$ cat config.mk
export PLATFORM = sky130hd
export DESIGN_NAME = pulse_width_encoder
export DESIGN_NICKNAME = d
export VERILOG_FILES = /design/src/rtl/temporal_pkg.sv /design/src/rtl/gamma_counter.sv /design/src/rtl/pulse_width_encoder.sv
export SDC_FILE = /design/constraint.sdc
export NUM_CORES = 1
export LEC_CHECK = 0
export CORE_MARGIN = 2
export CORE_UTILIZATION = 55
export CTS_CLUSTER_SIZE = 12
export DETAILED_ROUTE_END_ITERATION = 16
export GPL_ROUTABILITY_DRIVEN = 0
export PLACE_DENSITY_LB_ADDON = 0.25
export SKIP_LAST_GASP = 1
export SLEW_MARGIN = 20
export SYNTH_ARGS = -nofsm -noshare
export SYNTH_HDL_FRONTEND = slang
export SYNTH_SLANG_ARGS = --single-unit
$ cat constraint.sdc
create_clock -name aclk -period 4.7 [get_ports aclk]
set_input_delay 0.47 -clock aclk [delete_from_list [all_inputs] [get_ports aclk]]
set_output_delay 0.47 -clock aclk [all_outputs]
set_load 0.1 [all_outputs]
$ cat src/rtl/temporal_pkg.sv
// Shared types and defaults for temporal-coding stages (encoders, comparators).
// Latency: n/a (declarations only).
// Backpressure: n/a.
package temporal_pkg;

    // Default gamma framing: clocks per gamma cycle and spike high time.
    localparam int GAMMA_CYCLE_WIDTH_DEF = 16;
    localparam int PULSE_WIDTH_DEF       = 8;

    // Storage width of a code value; wide enough for any practical gamma cycle.
    localparam int CODE_W = 8;

    typedef enum logic [1:0] {
        IDLE,
        WAIT,
        FIRE,
        DONE
    } enc_state_t;

    // One temporal code: is_null suppresses the spike for the whole gamma cycle.
    typedef struct packed {
        logic              is_null;
        logic [CODE_W-1:0] value;
    } temporal_code_t;

endpackage

$ cat src/rtl/gamma_counter.sv
// Free-running gamma-cycle counter producing the gamma reset and a wrap strobe.
// Latency: outputs decode the registered count only (no input-to-output path).
// Backpressure: none; runs every clock, restarts at 0 on reset.
// Ports: aclk/rst (sync, active-high); gcnt = position in cycle;
//        grst = high when gcnt==0; wrap = high when the next edge returns to 0.
module gamma_counter
    import temporal_pkg::*;
#(
    parameter int GAMMA_CYCLE_WIDTH = GAMMA_CYCLE_WIDTH_DEF,
    parameter int CNT_W             = $clog2(GAMMA_CYCLE_WIDTH)
) (
    input  logic             aclk,
    input  logic             rst,
    output logic [CNT_W-1:0] gcnt,
    output logic             grst,
    output logic             wrap
);

    localparam logic [CNT_W-1:0] LAST = CNT_W'(GAMMA_CYCLE_WIDTH - 1);

    logic [CNT_W-1:0] gcnt_q;
    logic [CNT_W-1:0] gcnt_d;

    always_comb begin
        gcnt_d = gcnt_q + CNT_W'(1);
        if (gcnt_q == LAST) begin
            gcnt_d = '0;
        end
    end

    always_ff @(posedge aclk) begin
        if (rst) begin
            gcnt_q <= '0;
        end else begin
            gcnt_q <= gcnt_d;
        end
    end

    assign gcnt = gcnt_q;
    assign grst = (gcnt_q == '0);
    assign wrap = (gcnt_q == LAST);

endmodule

$ cat src/rtl/pulse_width_encoder.sv
// Encodes binary values as fixed-width spikes whose start offset within the gamma cycle carries the value.
// Latency: a code accepted on the wrap cycle spikes v+2 clocks later; earlier codes wait for the next wrap.
// Backpressure: one-entry pending register; in_ready drops while it is full, until the next wrap frees it.
// Ports: aclk/rst (sync, active-high); in_valid/in_ready/in_value/in_null = code handshake;
//        grst = gamma reset (one clock at cycle start); spike = pulse-width-coded output.
// Build option: define PWE_SATURATE_EN to clamp out-of-range values to MAX_CODE instead of nulling them.
module pulse_width_encoder
    import temporal_pkg::*;
#(
    parameter int GAMMA_CYCLE_WIDTH = GAMMA_CYCLE_WIDTH_DEF,
    parameter int PULSE_WIDTH       = PULSE_WIDTH_DEF,
    parameter int VAL_W             = $clog2(GAMMA_CYCLE_WIDTH)
) (
    input  logic             aclk,
    input  logic             rst,
    input  logic             in_valid,
    output logic             in_ready,
    input  logic [VAL_W-1:0] in_value,
    input  logic             in_null,
    output logic             grst,
    output logic             spike
);

    localparam int CNT_W    = $clog2(GAMMA_CYCLE_WIDTH);
    localparam int MAX_CODE = GAMMA_CYCLE_WIDTH - PULSE_WIDTH - 1;

    localparam logic [CODE_W-1:0] MAX_CODE_C = CODE_W'(MAX_CODE);
    localparam logic [CODE_W-1:0] PW_C       = CODE_W'(PULSE_WIDTH);

    logic [CNT_W-1:0]  gcnt;
    logic              wrap;
    logic [CODE_W-1:0] gcnt_ext;
    logic              xfer;
    temporal_code_t    in_code;

    enc_state_t        state_q, state_d;
    temporal_code_t    act_q, act_d;
    temporal_code_t    pend_q, pend_d;
    logic              pend_valid_q, pend_valid_d;

    gamma_counter #(
        .GAMMA_CYCLE_WIDTH (GAMMA_CYCLE_WIDTH),
        .CNT_W             (CNT_W)
    ) u_gamma_counter (
        .aclk (aclk),
        .rst  (rst),
        .gcnt (gcnt),
        .grst (grst),
        .wrap (wrap)
    );

    assign gcnt_ext = CODE_W'(gcnt);
    assign in_ready = !pend_valid_q && !rst;
    assign xfer     = in_valid && in_ready;

    // Range handling happens once, at acceptance, so the FSM only ever sees
    // values whose pulse fits before the wrap.
    always_comb begin
        in_code         = '0;
        in_code.is_null = in_null;
        in_code.value   = CODE_W'(in_value);
        if (in_null) begin
            in_code.value = '0;
        end else if (CODE_W'(in_value) > MAX_CODE_C) begin
`ifdef PWE_SATURATE_EN
            in_code.value = MAX_CODE_C;
`else
            in_code.is_null = 1'b1;
            in_code.value   = '0;
`endif
        end
    end

    always_comb begin
        state_d      = state_q;
        act_d        = act_q;
        pend_d       = pend_q;
        pend_valid_d = pend_valid_q;

        if (wrap) begin
            // Promotion: pending wins; an empty pending lets a same-cycle
            // transfer bypass straight to active.
            if (pend_valid_q) begin
                act_d        = pend_q;
                pend_valid_d = 1'b0;
            end else if (xfer) begin
                act_d = in_code;
            end else begin
                act_d.is_null = 1'b1;
                act_d.value   = '0;
            end
            state_d = act_d.is_null ? IDLE : WAIT;
        end else begin
            if (xfer) begin
                pend_d       = in_code;
                pend_valid_d = 1'b1;
            end
            unique case (state_q)
                WAIT: begin
                    if (gcnt_ext == act_q.value) begin
                        state_d = FIRE;
                    end
                end
                FIRE: begin
                    // Last high cycle is gcnt == v+PULSE_WIDTH.
                    if (gcnt_ext == act_q.value + PW_C) begin
                        state_d = DONE;
                    end
                end
                default: begin
                    state_d = state_q;
                end
            endcase
        end
    end

    always_ff @(posedge aclk) begin
        if (rst) begin
            state_q        <= IDLE;
            act_q.is_null  <= 1'b1;
            act_q.value    <= '0;
            pend_q         <= '0;
            pend_valid_q   <= 1'b0;
        end else begin
            state_q      <= state_d;
            act_q        <= act_d;
            pend_q       <= pend_d;
            pend_valid_q <= pend_valid_d;
        end
    end

    assign spike = (state_q == FIRE);

endmodule

==> results.json <==
{
  "status": "finished clean",
  "track_usage": 0.1864,
  "ys.flop_type": "dfxtp_1",
  "hold_depth": 2,
  "coreArea_sq_um": 1334,
  "gr-total-overflow": 0,
  "path_cells": "clkdlybuf4s50_1, buf_4, nor2_1, clkdlybuf4s50_1",
  "vias": 667,
  "final_cells": 115,
  "critical_path_class": "input pin to output port",
  "cts_tree": "built",
  "cts_resized": 0,
  "fin_area_sq_um": 947.2,
  "setup.worst_path.start": "rst",
  "diodes": 0,
  "path_depth": 4,
  "syn_nets": 102,
  "period_share": 0.5917,
  "cts_buffer_depth": 2,
  "route.detailed.drc": 0,
  "clk_latency_ns": 0.28,
  "p_total_w": 0.0003855,
  "grt_max_degree": 19,
  "max_freq_mhz": 359.6,
  "r2r_end": "state_q[0]",
  "syn_inst": 90,
  "drive_gt1_frac": 0.1200,
  "crit_path_frequent_cell": "clkdlybuf4s50_1",
  "worstPathArrival_ns": 2.31,
  "rows": 13,
  "holdBufCountCts": 0,
  "final_common_cell": "dfxtp_1",
  "port_buffers": 10,
  "critical-path-max-stage-delay_ns": 1.13,
  "cp_top_family": "buffers and inverters",
  "holdPathEnd": "pend_q[0]",
  "crit_buf_inv": 3,
  "hpwl_mm": 1.055,
  "p_leak_nw": 0.3673,
  "numClockSinks": 16,
  "path_max_fanout": 18,
  "cp_data_required_time_ns": 4.23,
  "avgRoutedWirePerCell_um": 12.61,
  "cp-start-kind": "input pin",
  "reg2regPathDepth": 5,
  "post_dp_cell_area_sq_um": 910.9,
  "final_cell_mix": "dfxtp_1, nor2_1, clkdlybuf4s50_1",
  "finClkSkew_ns": 0.001421,
  "synth_area_sq_um": 810.8,
  "numCtsBuffers": 3,
  "hold_viol": 0,
  "ys_async_sr_fraction": 0,
  "ys_warn_count": 0,
  "syn_area_per_cell_sq_um": 9.009,
  "area_growth_pct": 16.82,
  "grt_setup_unrepaired": "no",
  "yosys.area.top_type": "dfxtp_1",
  "cap_violations": 0,
  "cts_max_level": 1,
  "viasPerCell": 5.800,
  "fp.dieW_um": 42.40,
  "setup_tns_ns": 0,
  "ys_seq_area_frac": 0.3951,
  "synth_top_area_frac": 0.3951,
  "fin_crit_ns": 2.781,
  "grt_antenna_before_repair": 0,
  "grt_pass1_wl_mm": 2.525,
  "drtIter0Drc": 11,
  "slowest_stage": "clkdlybuf4s50_1",
  "dieArea_sq_um": 1797,
  "netlist-cell-type-count": 29,
  "cp-end-kind": "output port",
  "routed_wl_mm": 1.450,
  "die_y_um": 42.40,
  "slew_viol_final": 0,
  "critical_path.reg2reg.startpoint": "u_gamma_counter.gcnt[0]",
  "synth_enable_flop_cells": 0,
  "initial_utilization": 0.6079,
  "io_pins": 11,
  "nNetsFinal": 113,
  "root_buffer": "clkbuf_4",
  "p_per_area_nw_per_um2": 407.0,
  "grt_pass1_vias": 596,
  "ys_top_cells_by_area": "dfxtp_1, ha_1, nor2_1",
  "ir_drop_uv": 231.8,
  "ant_nets": 0,
  "tightest_slew_ns": 0.9613,
  "postCtsSetupBuffers": 0,
  "first_pass_iters": 3,
  "hold_start": "pend_q[0]",
  "ys_seq_elements": 16,
  "clk_pin_slew_ns": 0.09,
  "hp-class": "flip-flop to flip-flop",
  "slew_headroom": 0.3571,
  "finalSetupViolations": 0,
  "r2r_slack_ns": 2.97,
  "dp.cells": 111
}
## worst register-to-register path, delay by kind of cell, from the launching register on
family / cells / cell delay, ns
DFF: 1 / 0.37
AOI/OAI and AO/OA: 2 / 0.35
muxes: 1 / 0.33
and+or+nand+nor: 1 / 0.32
adders and majority gates: 1 / 0.25
## final cells by class
type                            count  area, sq um
Inverter                            6        22.52
Tap cell                           15        18.77
Fill cell                         117        386.6
Clock buffer                        4        36.28
Sequential cell                    16        320.3
Timing Repair Buffer               11        107.6
Multi-Input combinational cell     63        441.7
## how the worst max path moves through the flow
stage | slack (ns) | to
after CTS | 1.92 | in_ready
after detailed placement | 1.92 | in_ready
after global routing | 1.83 | in_ready
final | 1.92 | in_ready
after global placement | 1.93 | in_ready
after floorplan | 1.52 | grst
## state kept, by name, summed over array words and instances, names as in the netlist
signal                cells
pend_q                    5
act_q                     4
pend_valid_q              1
state_q                   2
u_gamma_counter.gcnt      4
## power by group
part	internal (W)	switching [W]
logic	0.0000545	0.0000883
clock network	0.0000471	0.0000417
registers	0.000145	0.00000910
total	0.000246	0.000139
## logic make-up (layout without fill, tap and decap cells)
family          count (synthesis)  after routing  share of synthesized area
flops                          16             16                     0.3951
compound gates                 18             18                     0.1790
xor+xnor                        5              5                    0.05401
buf+inv                        11             21                    0.06018
mux                             2              2                    0.03240
fa+ha+maj                       4              4                    0.06173
simple gates                   34             34                     0.2176
## cells in the mapped netlist (all sizes together) (2+ instances only)
cell type  instances
xor2               4
nor2              11
and2               2
a211oi             4
nand2              7
inv                6
a32oi              3
nor3b              3
buf                5
a21oi              5
ha                 4
nand3              6
dfxtp             16
mux2               2
nor3               4
## through the flow
| step | worst slack [ns] | util | hold slack, ns |
|---|---|---|---|
| after floorplan | 1.522 | - | 0.4360 |
| after global placement | 1.928 | 0.6829 | 0.4434 |
| after detailed placement | 1.917 | 0.6829 | 0.4508 |
| after CTS | 1.916 | 0.7101 | 0.4634 |
| after global routing | 1.835 | 0.7101 | 0.4812 |
| final | 1.919 | 0.7101 | 0.4620 |
## layer usage
metal,global-route usage,wire length [um],up-vias
li1,-,-,333
met1,0.2219,670,316
met2,0.3138,707,14
met3,0.03879,43,4
met4,0.09375,29,0
met5,0,0,-
Power figures use the tool's default switching activity.
